===== src/rtl/dac_sample_source_if.sv =====
// dac_sample_source_if
//   Demultiplexed amplifier sample stream feeding the DAC sample source.
//
//   Handshake: sample_valid is a one-cycle strobe qualifying sample_in,
//   sample_stream and sample_channel on the same dataclk edge. There is no
//   ready/backpressure; the consumer must accept every strobe.
//
//   Signals:
//     sample_in       16  amplifier sample, offset binary (0x8000 = 0 V)
//     sample_valid     1  strobe qualifying the other three fields
//     sample_stream    5  stream index of sample_in
//     sample_channel   5  amplifier channel index of sample_in
//
//   Modports: master drives the stream, slave (the DAC source) observes it.
interface dac_sample_source_if;
    logic [15:0] sample_in;
    logic        sample_valid;
    logic [4:0]  sample_stream;
    logic [4:0]  sample_channel;

    modport master (
        output sample_in,
        output sample_valid,
        output sample_stream,
        output sample_channel
    );

    modport slave (
        input sample_in,
        input sample_valid,
        input sample_stream,
        input sample_channel
    );
endinterface


===== src/rtl/dac_sample_source.sv =====
// dac_sample_source
//   Produces the 16-bit word shifted out by the AD5662 SPI serializer.
//   Captures one selected stream/channel from the amplifier sample stream
//   (or the host manual value), applies left-shift gain with saturation and
//   an optional noise deadband, then double-buffers the result so that
//   DAC_register only changes at a frame boundary (main_state == ms_wait,
//   channel == 0) and never in the middle of an SPI frame.
//
//   Pipeline: capture (x1) -> gain/saturate (x2) -> deadband -> pending.
//   A matching strobe reaches pending exactly 3 dataclk edges later.
//
//   Ports:
//     dataclk, reset       clock, asynchronous active-high reset
//     main_state, channel  global sequencer state / channel counter
//     sample_bus           sample stream (dac_sample_source_if.slave)
//     stream_sel           selected stream; MANUAL_SEL selects DAC_manual
//     channel_sel          selected channel
//     DAC_manual           host-written manual value (offset binary)
//     gain                 left-shift gain 0..7
//     noise_suppress       deadband half-width in units of 16 LSB
//     hold_off             (only with DAC_SAMPLE_HOLDOFF_EN) suppresses commits
//     DAC_register         committed word for the SPI stage
//     DAC_update           one-cycle pulse on every commit
//
//   Optional feature: define DAC_SAMPLE_HOLDOFF_EN to add the hold_off input.
module dac_sample_source #(
    parameter logic [31:0] ms_wait    = 32'd99,
    parameter logic [4:0]  MANUAL_SEL = 5'd31
) (
    input  logic                      dataclk,
    input  logic                      reset,
    input  logic [31:0]               main_state,
    input  logic [5:0]                channel,
    dac_sample_source_if.slave        sample_bus,
    input  logic [4:0]                stream_sel,
    input  logic [4:0]                channel_sel,
    input  logic [15:0]               DAC_manual,
    input  logic [2:0]                gain,
    input  logic [6:0]                noise_suppress,
`ifdef DAC_SAMPLE_HOLDOFF_EN
    input  logic                      hold_off,
`endif
    output logic [15:0]               DAC_register,
    output logic                      DAC_update
);

    // ------------------------------------------------------------------
    // Frame boundary and capture qualification
    // ------------------------------------------------------------------
    logic        frame_point;
    logic        manual_mode;
    logic        capture_match;
    logic        inject;
    logic        s1_load;
    logic [15:0] s1_x_next;

    assign frame_point   = (main_state == ms_wait) && (channel == 6'd0);
    assign manual_mode   = (stream_sel == MANUAL_SEL);
    assign capture_match = !manual_mode && sample_bus.sample_valid &&
                           (sample_bus.sample_stream  == stream_sel) &&
                           (sample_bus.sample_channel == channel_sel);
    // In manual mode the host value enters the pipe once per frame.
    assign inject        = manual_mode && frame_point;
    assign s1_load       = capture_match || inject;
    // Offset binary to two's complement.
    assign s1_x_next     = (inject ? DAC_manual : sample_bus.sample_in) - 16'h8000;

    // ------------------------------------------------------------------
    // Stage 1: captured sample plus the settings it was captured with,
    // so later selection/gain changes do not affect it.
    // ------------------------------------------------------------------
    logic [15:0] s1_x;
    logic        s1_v;
    logic        s1_manual;
    logic [2:0]  s1_gain;
    logic [6:0]  s1_ns;

    always_ff @(posedge dataclk or posedge reset) begin
        if (reset) begin
            s1_x      <= 16'h8000;
            s1_v      <= 1'b0;
            s1_manual <= 1'b0;
            s1_gain   <= 3'd0;
            s1_ns     <= 7'd0;
        end else begin
            s1_v <= s1_load;
            if (s1_load) begin
                s1_x      <= s1_x_next;
                s1_manual <= inject;
                s1_gain   <= gain;
                s1_ns     <= noise_suppress;
            end
        end
    end

    // ------------------------------------------------------------------
    // Stage 2: gain at 24 bits signed, saturate to 16 bits.
    // 16-bit value shifted by at most 7 fits in 23 bits, so 24 is enough.
    // ------------------------------------------------------------------
    logic [2:0]         gain_eff;
    logic signed [23:0] wide;
    logic [15:0]        sat;

    assign gain_eff = s1_manual ? 3'd0 : s1_gain;

    always_comb begin
        wide = {{8{s1_x[15]}}, s1_x} << gain_eff;
        sat  = wide[15:0];
        if (wide > 24'sd32767) begin
            sat = 16'h7FFF;
        end else if (wide < -24'sd32768) begin
            sat = 16'h8000;
        end
    end

    logic [15:0] s2_x;
    logic        s2_v;
    logic        s2_manual;
    logic [6:0]  s2_ns;

    always_ff @(posedge dataclk or posedge reset) begin
        if (reset) begin
            s2_x      <= 16'h8000;
            s2_v      <= 1'b0;
            s2_manual <= 1'b0;
            s2_ns     <= 7'd0;
        end else begin
            s2_v <= s1_v;
            if (s1_v) begin
                s2_x      <= sat;
                s2_manual <= s1_manual;
                s2_ns     <= s1_ns;
            end
        end
    end

    // ------------------------------------------------------------------
    // Stage 3: deadband. Magnitude needs 17 bits to hold |-32768|.
    // Strict less-than, so noise_suppress == 0 never zeroes anything.
    // ------------------------------------------------------------------
    logic [16:0] ext;
    logic [16:0] mag;
    logic [16:0] threshold;
    logic        dead;
    logic [15:0] x3;
    logic [15:0] pending_next;

    assign ext          = {s2_x[15], s2_x};
    assign mag          = s2_x[15] ? (~ext + 17'd1) : ext;
    assign threshold    = {6'd0, s2_ns, 4'd0};
    assign dead         = !s2_manual && (mag < threshold);
    assign x3           = dead ? 16'h0000 : s2_x;
    assign pending_next = x3 + 16'h8000;

    // ------------------------------------------------------------------
    // Pending buffer and frame-boundary commit.
    // A stage-3 write in the commit cycle: the commit takes the old pending
    // word and the new word stays pending for the next frame.
    // ------------------------------------------------------------------
    logic [15:0] pending;
    logic        pending_valid;
    logic        commit_now;

`ifdef DAC_SAMPLE_HOLDOFF_EN
    assign commit_now = frame_point && pending_valid && !hold_off;
`else
    assign commit_now = frame_point && pending_valid;
`endif

    always_ff @(posedge dataclk or posedge reset) begin
        if (reset) begin
            pending       <= 16'h8000;
            pending_valid <= 1'b0;
            DAC_register  <= 16'h8000;
            DAC_update    <= 1'b0;
        end else begin
            DAC_update <= commit_now;
            if (commit_now) begin
                DAC_register <= pending;
            end
            if (s2_v) begin
                pending       <= pending_next;
                pending_valid <= 1'b1;
            end else if (commit_now) begin
                pending_valid <= 1'b0;
            end
        end
    end

endmodule


===== src/flat_wrapper.sv =====
// flat-port wrapper written by rule: the top's interface ports become plain ports
module dac_sample_source_flat 
#(
    parameter logic [31:0] ms_wait    = 32'd99,
    parameter logic [4:0]  MANUAL_SEL = 5'd31
)
  (dataclk, reset, main_state, channel, stream_sel, channel_sel, DAC_manual, gain, noise_suppress, DAC_register, DAC_update, sample_bus_sample_in, sample_bus_sample_valid, sample_bus_sample_stream, sample_bus_sample_channel);
  dac_sample_source_if sample_bus_i ();
  input  logic dataclk;
  input  logic reset;
  input  logic [31:0] main_state;
  input  logic [5:0] channel;
  input  logic [4:0] stream_sel;
  input  logic [4:0] channel_sel;
  input  logic [15:0] DAC_manual;
  input  logic [2:0] gain;
  input  logic [6:0] noise_suppress;
  output logic [15:0] DAC_register;
  output logic DAC_update;
  input wire logic [$bits(sample_bus_i.sample_in)-1:0] sample_bus_sample_in;
  input wire logic [$bits(sample_bus_i.sample_valid)-1:0] sample_bus_sample_valid;
  input wire logic [$bits(sample_bus_i.sample_stream)-1:0] sample_bus_sample_stream;
  input wire logic [$bits(sample_bus_i.sample_channel)-1:0] sample_bus_sample_channel;
  assign sample_bus_i.sample_in = sample_bus_sample_in;
  assign sample_bus_i.sample_valid = sample_bus_sample_valid;
  assign sample_bus_i.sample_stream = sample_bus_sample_stream;
  assign sample_bus_i.sample_channel = sample_bus_sample_channel;
  dac_sample_source #(.ms_wait(ms_wait), .MANUAL_SEL(MANUAL_SEL)) u_core (.dataclk(dataclk), .reset(reset), .main_state(main_state), .channel(channel), .sample_bus(sample_bus_i), .stream_sel(stream_sel), .channel_sel(channel_sel), .DAC_manual(DAC_manual), .gain(gain), .noise_suppress(noise_suppress), .DAC_register(DAC_register), .DAC_update(DAC_update));
endmodule

===== config.mk =====
export PLATFORM = sky130hd
export DESIGN_NAME = dac_sample_source_flat
export DESIGN_NICKNAME = d
export VERILOG_FILES = /design/src/rtl/dac_sample_source_if.sv /design/src/rtl/dac_sample_source.sv /design/src/flat_wrapper.sv
export SDC_FILE = /design/constraint.sdc
export NUM_CORES = 1
export LEC_CHECK = 0
export ABC_AREA = 1
export CELL_PAD_IN_SITES_DETAIL_PLACEMENT = 0
export CELL_PAD_IN_SITES_GLOBAL_PLACEMENT = 1
export CORE_UTILIZATION = 37
export DETAILED_ROUTE_END_ITERATION = 6
export PLACE_DENSITY_LB_ADDON = 0.2
export SETUP_SLACK_MARGIN = 0.15
export SLEW_MARGIN = 15
export SYNTH_ARGS = -nofsm -noshare
export SYNTH_HDL_FRONTEND = slang
export SYNTH_SLANG_ARGS = --single-unit

===== constraint.sdc =====
create_clock -name dataclk -period 3.45 [get_ports dataclk]
set_input_delay 0.8625 -clock dataclk [delete_from_list [all_inputs] [get_ports dataclk]]
set_output_delay 0.8625 -clock dataclk [all_outputs]
set_load 0.02 [all_outputs]

==> flow_metrics.env, run 1 <==
export IMPL_first_global_vias=5050
export IMPL_finalHoldViolCount=0
export IMPL_path_buf_inv=1
export IMPL_core_area_sq_um=14600
export IMPL_finalMaxSlewViolations=0
export IMPL_ys_ff_latch=87
export IMPL_routabilityCongestion=0.840
export IMPL_ant_nets=0
export IMPL_skew_ps=6.64
export IMPL_critPathRequiredTime_ps=3640
export IMPL_remaining_drc_errors=11
export IMPL_max_stage_delay_ps=400
export IMPL_avgRoutedWirePerCell_um=12.2
export IMPL_drt_initial_drc_count=309
export IMPL_path_delay_family="simple AND/OR/NAND/NOR gates"
export IMPL_cts_repair_resized=0
export IMPL_synthAdderAreaFrac=0.0135
export IMPL_fmax_mhz=372
export IMPL_row_count=44
export IMPL_avgSynthCellArea_sq_um=7.28
export IMPL_fin_tns_setup_ps=0
export IMPL_drt_pass1_iter_count=6
export IMPL_period_share=0.779
export IMPL_die_area_sq_um=15600
export IMPL_clock_root_buffer="clkbuf_16"
export IMPL_hp_class="flip-flop to flip-flop"
export IMPL_cts_buffers=9
export IMPL_cts_hold_buf=0
export IMPL_port_buffers=119
export IMPL_drv_cap=0
export IMPL_n_antenna_cell=0
export IMPL_postCtsSetupRepairBufs=0
export IMPL_dp_hpwl_um=10500
export IMPL_reg2reg_slack_ps=760
export IMPL_dieWidth_um=125
export IMPL_path_clk_slew_ps=60
export IMPL_synth_area_sq_um=5570
export IMPL_critPathMostFrequentCell="nor2_1"
export IMPL_p_int_uw=1830
export IMPL_whs_path_depth=2
export IMPL_drt_total_wl_um=13000
export IMPL_slew_headroom=0.416
export IMPL_vias=5055
export IMPL_grtUsageTotal=0.180
export IMPL_cp_max_fo=16
export IMPL_power_switching_uw=729
export IMPL_setup_worst_path_end_class="flip-flop"
export IMPL_setup_viol_count_final=0
export IMPL_worst_ep_arrival_time_ps=2870
export IMPL_vias_per_cell=4.76
export IMPL_synth_xor_xnor_area_share=0.0126
export IMPL_ys_types=44
export IMPL_status="finished, violations left"
export IMPL_critical_path_class="flip-flop to flip-flop"
export IMPL_seqPwrFrac=0.432
export IMPL_rsz0062_at_grt="no"
export IMPL_die_y_um=125
export IMPL_n_fill_cell=1492
export IMPL_grt_max_degree=62
export IMPL_fin_crit_ps=2690
export IMPL_slowest_stage="dfrtp_1"
export IMPL_areaGrowthSynthToFinish_pct=28.2
export IMPL_synth_compound_area_frac=0.106
export IMPL_syn_num_nets=875
export IMPL_powerDensity_nw_per_um2=358
export IMPL_violations="design-rule violations"
export IMPL_grt_pass1_wl_um=23000
export IMPL_ys_seq_area_frac=0.391
export IMPL_muxShareOfSynthArea=0.00718
export IMPL_ff2ff_path_depth=15
export IMPL_cts_sinks=87
export IMPL_synth_cells=766
export IMPL_tightest_slew_ps=876
export IMPL_comb_power_share=0.202
export IMPL_layout_drive_gt1_share=0.120
export IMPL_antenna_found_initial=0
export IMPL_cts_htree_levels=3
export IMPL_synth_warnings=0
export IMPL_worstSetupPathDepth=15
export IMPL_cts_buffer_depth=2
export IMPL_cp_start_kind="flip-flop"
export IMPL_clk_latency_ps=340
export IMPL_peakVddDrop_mv=0.261
export IMPL_cts_tree="done"
export IMPL_grt_overflow_total=0
export IMPL_num_io_pins=120
export IMPL_dp_cells=1045
export IMPL_cp_cell_sequence="nor2_1 > nand3_1 > nor2_1 > inv_1 > o21ai_0 > xor2_1 > ha_1 > a21oi_1 > nor2_1 > a211oi_1 > nand2_1 > nand3_1 > nand3_2 > nand2_1 > o21ai_0"
export IMPL_synth_simple_area_share=0.367
export IMPL_start_util=0.381
export IMPL_leakagePower_uw=0.00343
export IMPL_stdcell_count=1061
export IMPL_synth_top_family_by_area="simple AND/OR/NAND/NOR gates"
export IMPL_pwr_share_clk=0.366
export IMPL_swShare=0.285
export IMPL_nets=981
worst min-delay path, cell delays in order (launching register included):
cell and delay [ps]:
dfstp_2 370, nand2_1 60, nand2_1 40
synth_stat cells (all sizes together):
cell | number | area [sq um]
nand2 | 252 | 1030
inv | 97 | 369
dfrtp | 83 | 2080
nor2 | 79 | 304
o21ai | 66 | 387
nand3 | 54 | 340
nand4 | 26 | 169
a21oi | 23 | 168
buf | 18 | 159
clkbuf | 12 | 45.0
nor4 | 11 | 90.1
or2 | 7 | 43.8
ha | 6 | 75.1
nor3 | 6 | 30.0
xor2 | 5 | 43.8
dfstp | 4 | 105
mux2i | 4 | 40.0
nand3b | 3 | 22.5
xnor2 | 3 | 26.3
a31oi | 2 | 12.5
a211oi | 1 | 7.51
and2 | 1 | 6.26
nor3b | 1 | 12.5
o21bai | 1 | 7.51
o31ai | 1 | 7.51
final cells by class:
cell class | count | area, sq um | area share
clock buffer | 11 | 253 | 0.0354
clock inverter | 5 | 41.3 | 0.00578
inverter | 97 | 370 | 0.0518
multi-input combinational | 552 | 2820 | 0.395
sequential | 87 | 2180 | 0.305
tap | 184 | 230 | 0.0322
timing repair buffer | 125 | 1250 | 0.175
stage by stage:
| step | worst slack [ps] | hold slack [ps] | instance area, sq um | utilization | total power (uW) |
|---|---|---|---|---|---|
| floorplan | 344 | 408 | 5570 | - | 1450 |
| global placement | 540 | 452 | 6850 | 0.468 | 1640 |
| detailed placement | 516 | 461 | 6850 | 0.468 | 1640 |
| CTS | 717 | 464 | 7140 | 0.488 | 2590 |
| global route | 350 | 479 | 7140 | 0.488 | 2710 |
| finish | 763 | 463 | 7140 | 0.488 | 2560 |
metal layers:
layer | wire [um] | GRT usage | up-vias
li1 | - | - | 2651
met1 | 5850 | 0.213 | 2274
met2 | 6410 | 0.327 | 118
met3 | 544 | 0.0357 | 12
met4 | 181 | 0.0537 | 0
met5 | 0 | 0 | -
final timing paths:
kind | from | to
hold / removal | u_core.pending[15]$_DFFE_PP1P_ | u_core.DAC_register[15]$_DFFE_PP1P_
setup / recovery | u_core.s2_x[0]$_DFFE_PP0P_ | u_core.pending[2]$_DFFE_PP0P_
hold reg to reg | u_core.pending[15]$_DFFE_PP1P_ | u_core.DAC_register[15]$_DFFE_PP1P_
max in group asynchronous | reset | u_core.s2_x[15]$_DFFE_PP1P_
min in group asynchronous | reset | u_core.s1_ns[1]$_DFFE_PP0P_
setup reg to reg | u_core.s2_x[0]$_DFFE_PP0P_ | u_core.pending[2]$_DFFE_PP0P_
power groups by stage:
stage	logic (uW)	registers, uW	clock network (uW)
2_1_floorplan	345	1110	0
3_3_place_gp	514	1120	0
3_5_place_dp	520	1120	0
4_1_cts	522	1100	964
5_1_grt	590	1110	1010
6_report	517	1100	935
layout by cell type (no fill, tap or decap), drive strengths merged, types with 7 or more instances in the layout:
cell type / instances
clkbuf: 11
nand4: 26
o21ai: 66
nor2: 79
nor4: 11
clkdlybuf4s50: 119
inv: 97
dfrtp: 83
a21oi: 23
nand2: 252
or2: 7
nand3: 54
sequential cells by signal, summed over array words and instances, names as in the netlist:
signal	count
u_core.DAC_register	16
u_core.DAC_update	1
u_core.pending	16
u_core.pending_valid	1
u_core.s1_gain	3
u_core.s1_manual	1
u_core.s1_ns	7
u_core.s1_v	1
u_core.s1_x	16
u_core.s2_manual	1
u_core.s2_ns	7
u_core.s2_v	1
u_core.s2_x	16
cells by family (layout without fill, tap and decap cells):
family	Yosys count	count (layout)
flip-flops	87	87
AO/OA/AOI/OAI	94	94
AND/OR/NAND/NOR	440	440
XOR/XNOR	8	8
adder cells (fa/ha/maj)	6	6
buffers and inverters	127	238
multiplexers	4	4
(Power assumes the default switching activity.)
==> run 2, diff against run 1 <==
CORE_UTILIZATION = 33   (was 37)
clock period = 2.4 ns   (was 3.45 ns; I/O delays follow)
==> flow_metrics.env, run 2 (synthesis results as in run 1) <==
export IMPL_cts_tree="done"
export IMPL_seqPwrFrac=0.406
export IMPL_fin_total_pwr_uw=3880
export IMPL_status="complete, no violations"
export IMPL_remaining_drc_errors=0
export IMPL_nets=1028
export IMPL_first_global_vias=5031
export IMPL_slew_headroom=0.691
export IMPL_swShare=0.278
export IMPL_grtUsageTotal=0.166
export IMPL_drt_pass1_iter_count=6
export IMPL_grt_pass1_wl_um=23600
export IMPL_cp_start_kind="flip-flop"
export IMPL_period_share=0.991
export IMPL_die_area_sq_um=17400
export IMPL_row_count=47
export IMPL_clk_latency_ps=340
export IMPL_stdcell_count=1144
export IMPL_grt_overflow_total=0
export IMPL_critPathMostFrequentCell="nand3_2"
export IMPL_vias=5229
export IMPL_postCtsSetupRepairBufs=0
export IMPL_max_stage_delay_ps=410
export IMPL_powerDensity_nw_per_um2=496
export IMPL_setup_worst_path_end_class="flip-flop"
export IMPL_dp_cells=1125
export IMPL_cp_cell_sequence="nor2_4 > nand3_2 > nor2_1 > inv_1 > o21ai_2 > xor2_1 > ha_1 > a21oi_2 > nor2_1 > a211oi_2 > nand2_1 > nand3_2 > nand3_2 > buf_12 > nand2_1 > o21ai_0"
export IMPL_leakagePower_uw=0.00384
export IMPL_setup_viol_count_final=0
export IMPL_skew_ps=9.80
export IMPL_cts_htree_levels=3
export IMPL_peakVddDrop_mv=0.414
export IMPL_tightest_slew_ps=464
export IMPL_p_int_uw=2810
export IMPL_drv_cap=0
export IMPL_fin_crit_ps=2380
export IMPL_comb_power_share=0.235
export IMPL_ant_nets=0
export IMPL_power_switching_uw=1080
export IMPL_hold_ws_ps=463
export IMPL_cp_max_fo=16
export IMPL_clock_root_buffer="clkbuf_16"
export IMPL_critical_path_class="flip-flop to flip-flop"
export IMPL_worst_ep_arrival_time_ps=2600
export IMPL_hp_class="flip-flop to flip-flop"
export IMPL_mostFrequentLayoutCells="nand2_1, clkdlybuf4s50_1, inv_1, dfrtp_1, nor2_1"
export IMPL_avgRoutedWirePerCell_um=12.5
export IMPL_n_fill_cell=1623
export IMPL_areaGrowthSynthToFinish_pct=40.7
export IMPL_layout_drive_gt1_share=0.187
export IMPL_finalMaxSlewViolations=0
export IMPL_fmax_mhz=420
export IMPL_fin_tns_setup_ps=0
export IMPL_path_clk_slew_ps=70
export IMPL_drt_total_wl_um=14300
export IMPL_dp_hpwl_um=11100
export IMPL_vias_per_cell=4.57
export IMPL_finalHoldViolCount=0
export IMPL_core_area_sq_um=16500
export IMPL_rsz0062_at_grt="yes"
export IMPL_cts_buffers=9
export IMPL_num_io_pins=120
export IMPL_drt_initial_drc_count=174
export IMPL_cts_buffer_depth=2
export IMPL_layout_commonest_cell="nand2_1"
export IMPL_start_util=0.337
export IMPL_routabilityCongestion=0.827
export IMPL_port_buffers=119
export IMPL_n_antenna_cell=0
export IMPL_pwr_share_clk=0.360
export IMPL_grt_max_degree=88
export IMPL_die_y_um=132
export IMPL_antenna_found_initial=0
export IMPL_dieWidth_um=132
export IMPL_cts_sinks=87
export IMPL_slowest_stage="dfrtp_1"
export IMPL_critPathRequiredTime_ps=2620
## run 2: changes by cell type in the layout (fill, tap and decap cells not counted), moves of 5 or more
| cell | change |
|---|---|
| clkdlybuf4s50_1 | -8 |
| nand2_4 | +5 |
| nand2_1 | -10 |
| o21ai_0 | -12 |
| buf_12 | +7 |
| dlymetal6s2s_1 | +8 |
| buf_4 | +36 |
| o21ai_1 | +11 |
## run 2: worst max-delay path: cells and delay by family (launching register included)
kind / cells / cell delay [ps]
compound gates: 4 / 460
xor+xnor: 1 / 190
fa+ha+maj: 1 / 280
buf+inv: 2 / 230
flops: 1 / 410
simple gates: 8 / 700
## run 2: worst paths after layout
| kind | slack, ps | to | start | cells past startpoint |
|---|---|---|---|---|
| max | 20 | u_core.pending[9]$_DFFE_PP0P_ | u_core.s2_x[0]$_DFFE_PP0P_ | 16 |
| min | 460 | u_core.DAC_register[15]$_DFFE_PP1P_ | u_core.DAC_register[15]$_DFFE_PP1P_ | 2 |
| max reg2reg | 20 | u_core.pending[9]$_DFFE_PP0P_ | u_core.s2_x[0]$_DFFE_PP0P_ | 16 |
| min reg2reg | 460 | u_core.DAC_register[15]$_DFFE_PP1P_ | u_core.DAC_register[15]$_DFFE_PP1P_ | 2 |
| max in group asynchronous | 1270 | u_core.s2_x[15]$_DFFE_PP1P_ | reset | 3 |
| min in group asynchronous | 730 | u_core.pending[2]$_DFFE_PP0P_ | reset | 3 |
## run 2: metrics by stage
step                      worst slack (ps)  utilization  instance area [sq um]
after CTS                            -42.2        0.463                   7640
final                                 20.7        0.474                   7840
after global routing                  -176        0.474                   7840
after floorplan                        143            -                   5580
after global placement               -93.8        0.443                   7320
after detailed placement              -115        0.443                   7320
## run 2: final cells by class
cell class / count / area [sq um] / share of cell area
clock buffers: 11 / 243 / 0.0310
multi-input cells: 552 / 2950 / 0.376
inverters: 97 / 382 / 0.0487
flip-flops and latches: 87 / 2180 / 0.278
repair buffers: 172 / 1750 / 0.223
clock inverters: 5 / 58.8 / 0.00750
well taps: 220 / 275 / 0.0351
## run 2: power by group through the flow
stage	Clock (uW)	Sequential, uW	Combinational [uW]
after floorplan	0	1590	507
after global placement	0	1600	878
after detailed placement	0	1600	891
after CTS	1440	1580	906
after global routing	1510	1580	1020
final	1400	1580	912
## run 2: routing by layer
| metal | wire length (um) | track usage | vias to the layer above |
|---|---|---|---|
| li1 | - | - | 2748 |
| met1 | 6640 | 0.216 | 2353 |
| met2 | 6990 | 0.284 | 115 |
| met3 | 480 | 0.0254 | 13 |
| met4 | 180 | 0.0484 | 0 |
| met5 | 0 | 0 | - |
## run 2: timing repair
item                       in CTS  in global routing
cloned                          0                  3
gates resized for setup        16                 40
hold endpoints to repair        0                  0
hold buffers                    0                  0
pin swaps                       7                 13
setup endpoints to repair      16                 43
